`src/rtl/id_ex_stage.sv`:
```
// ID/EX pipeline register with EX/MEM and MEM/WB operand forwarding and
// load-use hazard detection, feeding the 16-bit ALU.
module id_ex_stage #(
  parameter int WIDTH = 16,
  parameter int RA    = 3
) (
  input  logic             clk,
  input  logic             reset,
  input  logic             id_valid,
  input  logic [RA-1:0]    id_rs,
  input  logic [RA-1:0]    id_rt,
  input  logic [RA-1:0]    id_rd,
  input  logic [WIDTH-1:0] id_rs_data,
  input  logic [WIDTH-1:0] id_rt_data,
  input  logic [WIDTH-1:0] id_imm,
  input  logic             id_uses_rt,
  input  logic             id_alu_src,
  input  logic [2:0]       id_alu_control,
  input  logic             id_reg_write,
  input  logic             id_mem_read,
  input  logic             id_mem_write,
  input  logic             id_mem_to_reg,
  input  logic             id_branch,
  input  logic             stall,
  input  logic             flush,
  input  logic             exm_reg_write,
  input  logic [RA-1:0]    exm_rd,
  input  logic [WIDTH-1:0] exm_result,
  input  logic             wb_reg_write,
  input  logic [RA-1:0]    wb_rd,
  input  logic [WIDTH-1:0] wb_result,
  output logic [WIDTH-1:0] alu_a,
  output logic [WIDTH-1:0] alu_b,
  output logic [2:0]       alu_control,
  output logic [WIDTH-1:0] ex_store_data,
  output logic [RA-1:0]    ex_rd,
  output logic             ex_valid,
  output logic             ex_reg_write,
  output logic             ex_mem_read,
  output logic             ex_mem_write,
  output logic             ex_mem_to_reg,
  output logic             ex_branch,
  output logic             load_use_stall
);

  typedef struct packed {
    logic             valid;
    logic [RA-1:0]    rs;
    logic [RA-1:0]    rt;
    logic [RA-1:0]    rd;
    logic [WIDTH-1:0] rs_data;
    logic [WIDTH-1:0] rt_data;
    logic [WIDTH-1:0] imm;
    logic             alu_src;
    logic [2:0]       alu_control;
    logic             reg_write;
    logic             mem_read;
    logic             mem_write;
    logic             mem_to_reg;
    logic             branch;
  } stage_t;

  localparam stage_t BUBBLE = '0;
  localparam logic [RA-1:0] R0 = {RA{1'b0}};

  stage_t           stage_q;
  stage_t           stage_d;
  stage_t           id_pkt;
  logic             load_use_d;
  logic [WIDTH-1:0] fwd_rs_d;
  logic [WIDTH-1:0] fwd_rt_d;
  logic [WIDTH-1:0] alu_b_d;

  // EX/MEM is the younger producer, so it is checked first; r0 never forwards.
  function automatic logic [WIDTH-1:0] fwd_select(
    input logic [RA-1:0]    src,
    input logic [WIDTH-1:0] reg_val,
    input logic             em_we,
    input logic [RA-1:0]    em_rd,
    input logic [WIDTH-1:0] em_val,
    input logic             wb_we,
    input logic [RA-1:0]    wbk_rd,
    input logic [WIDTH-1:0] wb_val
  );
    logic [WIDTH-1:0] sel;
    if (src == R0) begin
      sel = reg_val;
    end else if (em_we && (em_rd == src)) begin
      sel = em_val;
    end else if (wb_we && (wbk_rd == src)) begin
      sel = wb_val;
    end else begin
      sel = reg_val;
    end
    return sel;
  endfunction

  // Pack the decode slot into stage layout.
  always_comb begin
    id_pkt             = BUBBLE;
    id_pkt.valid       = id_valid;
    id_pkt.rs          = id_rs;
    id_pkt.rt          = id_rt;
    id_pkt.rd          = id_rd;
    id_pkt.rs_data     = id_rs_data;
    id_pkt.rt_data     = id_rt_data;
    id_pkt.imm         = id_imm;
    id_pkt.alu_src     = id_alu_src;
    id_pkt.alu_control = id_alu_control;
    id_pkt.reg_write   = id_reg_write;
    id_pkt.mem_read    = id_mem_read;
    id_pkt.mem_write   = id_mem_write;
    id_pkt.mem_to_reg  = id_mem_to_reg;
    id_pkt.branch      = id_branch;
  end

  // Load in EX whose destination is read by the instruction in decode.
  always_comb begin
    load_use_d = 1'b0;
    if (stage_q.valid && stage_q.mem_read && (stage_q.rd != R0) && id_valid) begin
      if (stage_q.rd == id_rs) begin
        load_use_d = 1'b1;
      end else if (id_uses_rt && (stage_q.rd == id_rt)) begin
        load_use_d = 1'b1;
      end else begin
        load_use_d = 1'b0;
      end
    end else begin
      load_use_d = 1'b0;
    end
  end

  // Next-state priority: flush, then stall hold, then load-use bubble.
  always_comb begin
    stage_d = stage_q;
    if (flush) begin
      stage_d = BUBBLE;
    end else if (stall) begin
      stage_d = stage_q;
    end else if (load_use_d) begin
      stage_d = BUBBLE;
    end else begin
      stage_d = id_pkt;
    end
  end

  // Stage register.
  always_ff @(posedge clk or posedge reset) begin
    if (reset) begin
      stage_q <= BUBBLE;
    end else begin
      stage_q <= stage_d;
    end
  end

  // Operand forwarding and ALU b selection.
  always_comb begin
    fwd_rs_d = fwd_select(stage_q.rs, stage_q.rs_data, exm_reg_write, exm_rd,
                          exm_result, wb_reg_write, wb_rd, wb_result);
    fwd_rt_d = fwd_select(stage_q.rt, stage_q.rt_data, exm_reg_write, exm_rd,
                          exm_result, wb_reg_write, wb_rd, wb_result);
    if (stage_q.alu_src) begin
      alu_b_d = stage_q.imm;
    end else begin
      alu_b_d = fwd_rt_d;
    end
  end

  assign alu_a          = fwd_rs_d;
  assign alu_b          = alu_b_d;
  assign ex_store_data  = fwd_rt_d;
  assign alu_control    = stage_q.alu_control;
  assign ex_rd          = stage_q.rd;
  assign ex_valid       = stage_q.valid;
  assign ex_reg_write   = stage_q.reg_write;
  assign ex_mem_read    = stage_q.mem_read;
  assign ex_mem_write   = stage_q.mem_write;
  assign ex_mem_to_reg  = stage_q.mem_to_reg;
  assign ex_branch      = stage_q.branch;
  assign load_use_stall = load_use_d;

  id_ex_stage_checker #(.RA(RA)) u_checker (
    .clk            (clk),
    .reset          (reset),
    .stall          (stall),
    .flush          (flush),
    .ex_valid       (ex_valid),
    .ex_mem_read    (ex_mem_read),
    .ex_rd          (ex_rd),
    .alu_control    (alu_control),
    .load_use_stall (load_use_stall)
  );

endmodule

// Protocol properties of the ID/EX stage.
module id_ex_stage_checker #(
  parameter int RA = 3
) (
  input logic          clk,
  input logic          reset,
  input logic          stall,
  input logic          flush,
  input logic          ex_valid,
  input logic          ex_mem_read,
  input logic [RA-1:0] ex_rd,
  input logic [2:0]    alu_control,
  input logic          load_use_stall
);

  a_lus_needs_load: assert property (@(posedge clk) disable iff (reset)
    load_use_stall |-> (ex_valid && ex_mem_read && (ex_rd != {RA{1'b0}})));

  a_flush_bubble: assert property (@(posedge clk) disable iff (reset)
    flush |=> !ex_valid);

  a_stall_holds: assert property (@(posedge clk) disable iff (reset)
    (stall && !flush) |=> ($stable(ex_valid) && $stable(ex_rd) && $stable(alu_control)));

endmodule

```
`config.mk`:
```
export PLATFORM = sky130hd
export DESIGN_NAME = id_ex_stage
export DESIGN_NICKNAME = d
export VERILOG_FILES = /design/src/rtl/id_ex_stage.sv
export SDC_FILE = /design/constraint.sdc
export NUM_CORES = 1
export LEC_CHECK = 0
export BUFFER_PORTS_ARGS = -buffer_cell sky130_fd_sc_hd__buf_2
export CAP_MARGIN = 15
export CORE_MARGIN = 4
export CORE_UTILIZATION = 40
export DETAILED_ROUTE_END_ITERATION = 7
export PLACE_DENSITY = 0.76
export SYNTH_ARGS = -nofsm -noshare
export SYNTH_HDL_FRONTEND = slang
export SYNTH_SLANG_ARGS = --single-unit
```
`constraint.sdc`:
```
create_clock -name clk -period 6.1 [get_ports clk]
set_clock_uncertainty 0.05 [all_clocks]
set_input_delay 1.22 -clock clk [delete_from_list [all_inputs] [get_ports clk]]
set_output_delay 1.22 -clock clk [all_outputs]
set_load 0.05 [all_outputs]
```
# Word level (Yosys, flattened, before mapping)
# Index checks and enable logic that the tools add are counted.
# op_classes
eq_ne	7
mux	13
n_reduce_logical	11
# op_table
operator	count
$mux W67	3
$mux W16	7
$eq A3 B3 Y1	6
$logic_and A1 B1 Y1	8
$logic_not A3 Y1	2
$mux W1	3
$reduce_bool A3 Y1	1
$ne A2 B1 Y1 const B	1
# totals
reg_bits	67
input_bits	112
out_inout_bits	61
wordCells	45

# Logic depth before layout (Yosys ltp)
# depth
word_depth	8
mapped_depth	7
ltp_nobuf	5

# Worst setup path before layout
# OpenSTA, ideal clock, no wires.
# synth_timing
path_type	input to output
start	input exm_rd[1]
end	output alu_b[0]
t_arrival_ns	3.064
t_required_ns	4.830
path_slack_ns	1.766
path_stages	5
path_buffers	0
path_cell_list	xnor2_1 > nand4_1 > a21oi_2 > nor2_1 > o21ai_0
# synth_between
elab_chain_len	5
# synth_rtl
element	line	source
start: declaration	27	input logic [RA-1:0] exm_rd,
$eq A3 B3 Y1	88	end else if (em_we && (em_rd == src)) begin
$logic_and A1 B1 Y1	88	
$mux W16	88	
$mux W16	86	if (src == R0) begin
$mux W16	162	if (stage_q.alu_src) begin
end: declaration	33	output logic [WIDTH-1:0] alu_b,
# Every way passes these cells.

# Worst setup path in the final report
# layout_timing
start	input exm_rd[1]
end	output alu_a[11]
# layout_between
elab_chain_len	4
# layout_rtl
element	line	source
$eq A3 B3 Y1	88	
$logic_and A1 B1 Y1	88	
$mux W16	88	
$mux W16	86	
end: declaration	32	output logic [WIDTH-1:0] alu_a,
# Every way passes these cells.

==> qor.yml <==
synth-edff-count: 0
power.density_cell_area_nw_per_um2: 279
grt_first_pass_wirelength_mm: 18.6
power.ir.vdd_worst_mv: 0.126
switching_power_w: 0.000460
port_buffers: 172
max_cap_viol_count: 0
final_cells: 634
synth_area_per_cell_sq_um: 9.74
dieWidth_microns: 102
initial_util: 0.411
timing_max_transition_violations_final: 0
globalRoute.totalOverflow: 0
drc_errors: 0
cts_max_level: 3
seqPwrFrac: 0.375
net_count_after_synthesis: 478
timing.setup.critical_path_class: "in2out"
tightest_slew_ns: 1.17
syn_area_sq_um: 3560
average_via_count_per_standard_cell: 5.73
dp.cells: 615
totalNegativeSetupSlack_ns: 0
fp.dieArea_sq_um: 10500
critPathLaunchType: "primary input"
totalWireLength_mm: 12.3
min-delay-path-class: "reg2reg"
nFillCells: 819
cts_root_buffer: "clkbuf_8"
die_y_microns: 102
cellInternalPower_w: 0.000849
detailed_place_hpwl_mm: 8.80
gp_congestion: 0.946
largest_register: "stage_q"
delay_of_the_slowest_cell_on_the_worst_path_ns: 0.78
cts.clk_slew.worst_paths_ns: 0.08
largest_cells_by_area_after_synthesis: "dfrtp_1 47%, a22o_1 16%, a21oi_1 6.7%"
switch_share: 0.351
critical_path.n_buffers_inverters: 2
cp_data_arrival_time_ns: 3.69
grt_pass1_vias: 3634
worstSetupEndpointType: "primary output"
worst-endpoint-required_ns: 4.83
ys_warn_count: 0
post_synthesis_cell_type_count: 28
initial_antenna_violation_count: 0
pwr-share-comb: 0.281
core-area_sq_um: 8680
post_synthesis_register_bit_count: 67
route.antenna.remaining_nets: 0
cpMostUsedCell: "buf_2"
layout_worst_path_cycle_share: 0.814
synth_flop_cell: "dfrtp_1"
finalSetupViolations: 0
ys_async_sr_fraction: 1.00
synth_top_area_cell: "dfrtp_1"
period_minus_slack_ns: 4.96
critical_path.max_fanout: 18
placement_rows: 34
proportion_of_layout_cells_with_a_drive_suffix_above_1: 0.387
largest_register_ff_count: 55
hold_buffers: 0
mapped_cells: 366
unrepaired_setup_endpoints_after_global_routing: "no"
vias: 3630
worst_path_max_delay_cell: "nand2b_1"
detail_route.iter0.violations: 163
run_status: "completed"
tritoncts_clock_tree: "built"
postCtsSetupBuffers: 0
grt_use_total: 0.231
route.detailed.wl_per_inst_microns: 19.3
layout-area-overhead-vs-synth_pct: 31.5
fmax_mhz: 201
yosysSeqAreaShare: 0.471
pin_count_of_the_biggest_net_entering_global_routing: 68
slew_headroom: 0.221
cts_resized: 0
clock_sink_count: 67
postPlaceCellArea_sq_um: 4410
worstPathCellList: "buf_2, xnor2_1, nand4_2, nand2b_1, o22ai_1, a21oi_1, buf_2"
ios: 173
clock_path_buffers: 2
yosysTopAreaCellShare: 0.471
first_pass_iters: 5
final_hold_violating_endpoints: 0
crit_family: "simple AND/OR/NAND/NOR gates"
design.final.nets: 631
leakage_nw: 2.50
finished_cell_area_sq_um: 4680
clockPowerShare: 0.344
yosys-top-cells-count: "67 x a22o_1, 67 x dfrtp_1, 48 x a21oi_1"
tritoncts.num_buffers: 9
worstSkewPairLatency_ns: 0.33
-- layer usage --
metal	vias up	GRT usage	routed length (microns)
li1	1671	-	-
met1	1755	0.320	5080
met2	179	0.360	5830
met3	25	0.0396	1050
met4	0	0.0928	284
met5	-	0	0
-- kinds of logic (layout without fill, tap and decap cells) --
group           after synthesis  after routing  synth area share
simple gates                 62             62            0.0804
other cells                   0              2                 0
xor+xnor                     18             18            0.0442
compound gates              182            182             0.348
flops                        67             67             0.471
buf+inv                      37            195            0.0569
-- stage by stage --
step           utilization  hold slack, ns  setup WS, ns  total power, W
6_report             0.540           0.458          1.14         0.00131
5_1_grt              0.539           0.474          1.07         0.00136
4_1_cts              0.536           0.458          1.25         0.00131
3_5_place_dp         0.508           0.436          1.26        0.000864
3_3_place_gp         0.508           0.433          1.29        0.000860
2_1_floorplan            -           0.423          1.77        0.000753
-- power groups by stage --
stage	Clock [W]	Combinational, W	Sequential [W]
2_1_floorplan	0	0.000255	0.000498
3_3_place_gp	0	0.000361	0.000499
3_5_place_dp	0	0.000365	0.000499
4_1_cts	0.000458	0.000366	0.000491
5_1_grt	0.000475	0.000392	0.000495
6_report	0.000450	0.000368	0.000491
-- cells in the final DEF (no fill, tap or decap) --
cell type,instances
a211oi_2,1
a21boi_2,1
a21o_1,16
a21oi_1,48
a21oi_2,1
a22o_1,67
and4_1,1
buf_16,1
buf_2,172
buf_4,5
bufinv_16,3
clkbuf_8,9
clkinv_2,2
clkinv_4,1
clkinvlp_4,1
dfrtp_1,67
diode_2,2
inv_2,1
nand2_1,16
nand2b_1,1
nand3_1,2
nand4_1,3
nand4_2,2
nor2_1,32
nor2b_4,1
nor3_1,1
nor3_2,1
nor3_4,1
o21ai_0,22
o21ai_1,10
o22ai_1,16
or3_1,1
xnor2_1,18
-- final cells by class --
| type | count | area [sq um] | share of cell area |
|---|---|---|---|
| diodes | 2 | 5.00 | 0.00107 |
| inverters | 1 | 3.75 | 0.000801 |
| well taps | 108 | 135 | 0.0288 |
| flip-flops and latches | 67 | 1680 | 0.358 |
| multi-input cells | 262 | 1700 | 0.362 |
| clock inverters | 7 | 116 | 0.0248 |
| clock buffers | 9 | 124 | 0.0264 |
| repair buffers | 178 | 926 | 0.198 |
-- final timing paths --
kind                       slack, ns        endpoint      startpoint  depth (start not counted)
min                             0.46  alu_control[2]  alu_control[2]                          1
min reg2reg                     0.46  alu_control[2]  alu_control[2]                          1
max                             1.14       alu_a[11]       exm_rd[1]                          7
max reg2reg                     4.05     stage_q[43]        ex_rd[0]                          7
max in group asynchronous       4.34     stage_q[38]           reset                          3
min in group asynchronous       1.06     stage_q[49]           reset                          3
Note: power is estimated with default switching activity, not from simulation.
